--- src/rtl/cmp_event_counter.sv ---
// Windowed per-flag event counter fed by the 4-bit magnitude comparator.
// Optional macro CMP_CNT_SATURATE_EN: working counters saturate instead of wrap.
module cmp_event_counter #(
    parameter int CNT_W  = 8,
    parameter int WINDOW = 16
) (
    input  logic             clk,
    input  logic             reset,
    input  logic             in_valid,
    output logic             in_ready,
    input  logic             equal,
    input  logic             lesser,
    input  logic             greater,
    input  logic             flush,
    output logic             out_valid,
    input  logic             out_ready,
    output logic [CNT_W-1:0] eq_total,
    output logic [CNT_W-1:0] lt_total,
    output logic [CNT_W-1:0] gt_total,
    output logic [CNT_W-1:0] idle_total,
    output logic [CNT_W-1:0] win_len,
    output logic             conflict
);

    typedef enum logic {
        ACCUM,
        HOLD
    } state_t;

    state_t state, state_nxt;

    logic [CNT_W-1:0] eq_cnt, lt_cnt, gt_cnt, idle_cnt, smp_cnt;
    logic [CNT_W-1:0] eq_nxt, lt_nxt, gt_nxt, idle_nxt, smp_nxt;
    logic             conf_cnt, conf_nxt;
    logic             accept, close, multi, none;

    function automatic logic [CNT_W-1:0] bump(
        input logic [CNT_W-1:0] v,
        input logic             en
    );
`ifdef CMP_CNT_SATURATE_EN
        if (en && (v != '1))
            return v + CNT_W'(1);
        return v;
`else
        return v + CNT_W'(en);
`endif
    endfunction

    assign accept = in_valid && in_ready;
    assign multi  = (equal & lesser) | (equal & greater) | (lesser & greater);
    assign none   = ~(equal | lesser | greater);

    // Next working values already include the sample accepted this cycle.
    assign eq_nxt   = bump(eq_cnt, accept & equal);
    assign lt_nxt   = bump(lt_cnt, accept & lesser);
    assign gt_nxt   = bump(gt_cnt, accept & greater);
    assign idle_nxt = bump(idle_cnt, accept & none);
    assign smp_nxt  = smp_cnt + CNT_W'(accept);
    assign conf_nxt = conf_cnt | (accept & multi);

    assign close = (accept && (smp_nxt == CNT_W'(WINDOW)))
                || ((state == ACCUM) && flush && (smp_nxt != '0));

    always_comb begin
        state_nxt = state;
        in_ready  = 1'b0;
        out_valid = 1'b0;
        unique case (state)
            ACCUM: begin
                in_ready = 1'b1;
                if (close)
                    state_nxt = HOLD;
            end
            HOLD: begin
                out_valid = 1'b1;
                if (out_ready)
                    state_nxt = ACCUM;
            end
            default: state_nxt = ACCUM;
        endcase
    end

    always_ff @(posedge clk) begin
        if (reset) begin
            state      <= ACCUM;
            eq_cnt     <= '0;
            lt_cnt     <= '0;
            gt_cnt     <= '0;
            idle_cnt   <= '0;
            smp_cnt    <= '0;
            conf_cnt   <= 1'b0;
            eq_total   <= '0;
            lt_total   <= '0;
            gt_total   <= '0;
            idle_total <= '0;
            win_len    <= '0;
            conflict   <= 1'b0;
        end else begin
            state <= state_nxt;
            if (close) begin
                eq_total   <= eq_nxt;
                lt_total   <= lt_nxt;
                gt_total   <= gt_nxt;
                idle_total <= idle_nxt;
                win_len    <= smp_nxt;
                conflict   <= conf_nxt;
                eq_cnt     <= '0;
                lt_cnt     <= '0;
                gt_cnt     <= '0;
                idle_cnt   <= '0;
                smp_cnt    <= '0;
                conf_cnt   <= 1'b0;
            end else if (accept) begin
                eq_cnt   <= eq_nxt;
                lt_cnt   <= lt_nxt;
                gt_cnt   <= gt_nxt;
                idle_cnt <= idle_nxt;
                smp_cnt  <= smp_nxt;
                conf_cnt <= conf_nxt;
            end
        end
    end

endmodule

--- config.mk ---
export PLATFORM = sky130hd
export DESIGN_NAME = cmp_event_counter
export DESIGN_NICKNAME = d
export VERILOG_FILES = /design/src/rtl/cmp_event_counter.sv
export SDC_FILE = /design/constraint.sdc
export NUM_CORES = 1
export LEC_CHECK = 0
export CORE_UTILIZATION = 55
export DETAILED_ROUTE_END_ITERATION = 8
export GPL_ROUTABILITY_DRIVEN = 0
export PLACE_DENSITY = 0.81
export REMOVE_ABC_BUFFERS = 1
export SYNTH_ARGS = -nofsm -noshare
export SYNTH_HDL_FRONTEND = slang
export SYNTH_SLANG_ARGS = --single-unit
--- constraint.sdc ---
create_clock -name clk -period 9.76 [get_ports clk]
set_clock_uncertainty 0.2 [all_clocks]
set_input_delay 1.952 -clock clk [delete_from_list [all_inputs] [get_ports clk]]
set_output_delay 1.952 -clock clk [all_outputs]
set_load 0.005 [all_outputs]
==> qor.yml <==
growth_of_design_area_from_synthesis_to_finish_pct: 17.1
wire_length_of_the_first_global_routing_pass_um: 13900
clkSlewWorstSetupHoldPaths_ps: 80
core_mm2: 0.00679
ir_worst_vdd_v: 0.0000899
max-clock-path-buffers: 2
cts_htree_levels: 3
hold_path_class: "reg -> reg"
cts_tree: "yes"
maxSlewViolCount: 0
first_global_vias: 3011
die-area_mm2: 0.00741
worstHoldPathCells: 2
p_per_area_mw_per_mm2: 187
timing.reg2reg.worst_path_depth: 13
finalHoldViolCount: 0
route.antenna.remaining_nets: 0
tritoncts.num_buffers: 9
ys.warnings.count: 0
yosys-top-cells-count: "sky130_fd_sc_hd__dfxtp_1, sky130_fd_sc_hd__a21oi_1, sky130_fd_sc_hd__nor2_1, sky130_fd_sc_hd__nand2_1, sky130_fd_sc_hd__xnor2_1"
detail_route.drc_violations: 0
post-synth-top-area-fraction_pct: 42.7
synth-async-reset-ratio_pct: 0
post_drt_via_cell_ratio: 5.46
synth_top_cells_by_area: "sky130_fd_sc_hd__dfxtp_1, sky130_fd_sc_hd__xnor2_1, sky130_fd_sc_hd__a21oi_1"
std_cell_rows: 30
initial_core_util_pct: 57.2
worst-endpoint-required_ps: 9750
wirelength_um: 8010
avgRoutedWirePerCell_um: 13.8
dr_total_vias: 3175
grt_start_max_net_pins: 45
post-route-util_pct: 67.0
antenna_cells: 0
timing.max_cap.violations: 0
path_max_fanout: 30
setup.worst_path.end_class: "flip-flop"
port_buffers: 50
detailed_place_hpwl_um: 5240
synthFlopType: "sky130_fd_sc_hd__dfxtp_1"
worst_r2r_startpoint: "state"
max_slew.worst_pin.slew_ps: 919
drive_above_1_share_pct: 7.01
grt_antenna_before_repair: 0
holdWs_ps: 266
hold_path_startpoint: "lt_cnt[0]"
grt_remaining_overflow: 0
clock_sink_count: 83
unique_cell_type_count_in_the_yosys_netlist: 37
post-route-period-util_pct: 64.7
setup_repair_after_global_routing_missed_its_margin: "false"
max-slew-margin-rel_pct: 38.7
period_needed_ps: 6310
global_route.usage.met3_pct: 3.46
synthesis.area_mm2: 0.00389
yosysSeqAreaShare_pct: 42.7
grt_use_met2_pct: 39.3
synth_most_common_cell: "sky130_fd_sc_hd__dfxtp_1"
clock_insertion_delay_worst_skew_ps: 360
post_synth.cell_area_avg_um2: 8.58
cp-start-kind: "primary input"
syn_inst: 453
die_w_um: 86.1
detail_route.first_pass.iterations: 4
drtIter0Drc: 129
synth.largest_area_cell: "sky130_fd_sc_hd__dfxtp_1"
status: "complete, no violations"
data_arrival_time_at_the_worst_slack_endpoint_ps: 6300
gr-max-usage-layer: "met2"
synth-edff-count: 0
place_ws_ps: 3110
design_power_total_mw: 0.853
fin_setup_tns_ps: 0
fp.dieH_um: 86.1
worst_slack_setup_final_ps: 3450
cts_hold_buf: 0
rr_endpoint: "win_len[5]"
cts.root.buffer_cell: "sky130_fd_sc_hd__clkbuf_8"
floorplan.io_pins: 51
power_leakage_nw: 1.49
postCtsSetupBuffers: 0
fillCellCount: 572
setup.worst_path.class: "in -> reg"
finalSetupViolations: 0
r2r_slack_ps: 5030
achievable-frequency_ghz: 0.158
postSynthRegisterBits: 83
cts.repair.resized: 0
global_route.usage.total_pct: 23.7
groute.layer.met1.usage_pct: 31.0
worstHoldEndpoint: "lt_cnt[0]"
num-nets-final: 498
[stage by stage]
step | instances | area [um2]
6_report | 581 | 4550
2_1_floorplan | 414 | 3690
3_3_place_gp | 565 | 4350
4_1_cts | 581 | 4550
5_1_grt | 581 | 4550
3_5_place_dp | 565 | 4350
[cell families (layout without fill, tap and decap cells)]
kind of cell	Yosys count	in the layout	share of synthesized area [%]
adder cells (fa/ha/maj)	11	11	3.47
buffers and inverters	42	74	5.34
flip-flops	83	83	42.7
AND/OR/NAND/NOR	156	156	18.1
AO/OA/AOI/OAI	100	100	16.6
XOR/XNOR	61	61	13.7
[area by class of cell]
class,count,area (um2),share of cell area [%]
Multi-Input combinational cell,328,2020,44.3
Sequential cell,83,1660,36.5
Timing Repair Buffer,55,533,11.7
Clock buffer,11,131,2.88
Tap cell,96,120,2.64
Clock inverter,5,77.6,1.70
Inverter,3,11.3,0.247
[worst max path at each step]
| stage | start | endpoint | slack [ps] | depth (start not counted) |
|---|---|---|---|---|
| after floorplan | in_valid | conf_cnt | 3320 | 10 |
| after detailed placement | in_valid | conflict | 3110 | 13 |
| after CTS | in_valid | conflict | 3460 | 13 |
| final | in_valid | win_len[5] | 3450 | 13 |
| after global placement | in_valid | win_len[5] | 3270 | 13 |
| after global routing | in_valid | conflict | 3100 | 13 |
[state kept, by name, summed over array words and instances (netlist names)]
register    count
idle_total      8
win_len         8
idle_cnt        8
eq_cnt          8
lt_total        8
gt_total        8
eq_total        8
conflict        1
lt_cnt          8
conf_cnt        1
state           1
gt_cnt          8
smp_cnt         8
[report_power, final]
| group | switching (mW) | total [mW] | internal (mW) |
|---|---|---|---|
| Combinational | 0.112 | 0.204 | 0.0926 |
| Clock | 0.120 | 0.263 | 0.143 |
| Sequential | 0.0156 | 0.385 | 0.369 |
[routing by layer]
| metal | up-vias | share of wire (%) |
|---|---|---|
| met1 | 1467 | 45 |
| met3 | 12 | 5.1 |
| met2 | 93 | 49 |
| met5 | - | 0 |
| li1 | 1603 | - |
| met4 | 0 | 1.5 |
[critical path, stage by stage]
cell and delay (ps):
sky130_fd_sc_hd__clkdlybuf4s50_1 420, sky130_fd_sc_hd__nand2_1 80, sky130_fd_sc_hd__buf_4 320, sky130_fd_sc_hd__clkinv_1 650, sky130_fd_sc_hd__ha_1 500, sky130_fd_sc_hd__ha_1 250, sky130_fd_sc_hd__and3_1 260, sky130_fd_sc_hd__a311oi_1 410
sky130_fd_sc_hd__nor3_1 150, sky130_fd_sc_hd__o21a_1 370, sky130_fd_sc_hd__nor2_2 430, sky130_fd_sc_hd__buf_4 370, sky130_fd_sc_hd__a211oi_1 120
[layout by cell type (no fill, tap or decap), drive strengths merged, types with 3 or more instances in the layout]
cell	n
clkinv	3
and2	5
nand2	40
dfxtp	83
nand3	28
xor2	29
clkdlybuf4s50	49
xnor2	32
and3	3
o21ai	12
ha	10
clkbuf	11
a211oi	29
a21oi	53
buf	6
nand4	7
nor2	54
nor3	12
(Power assumes the default switching activity.)
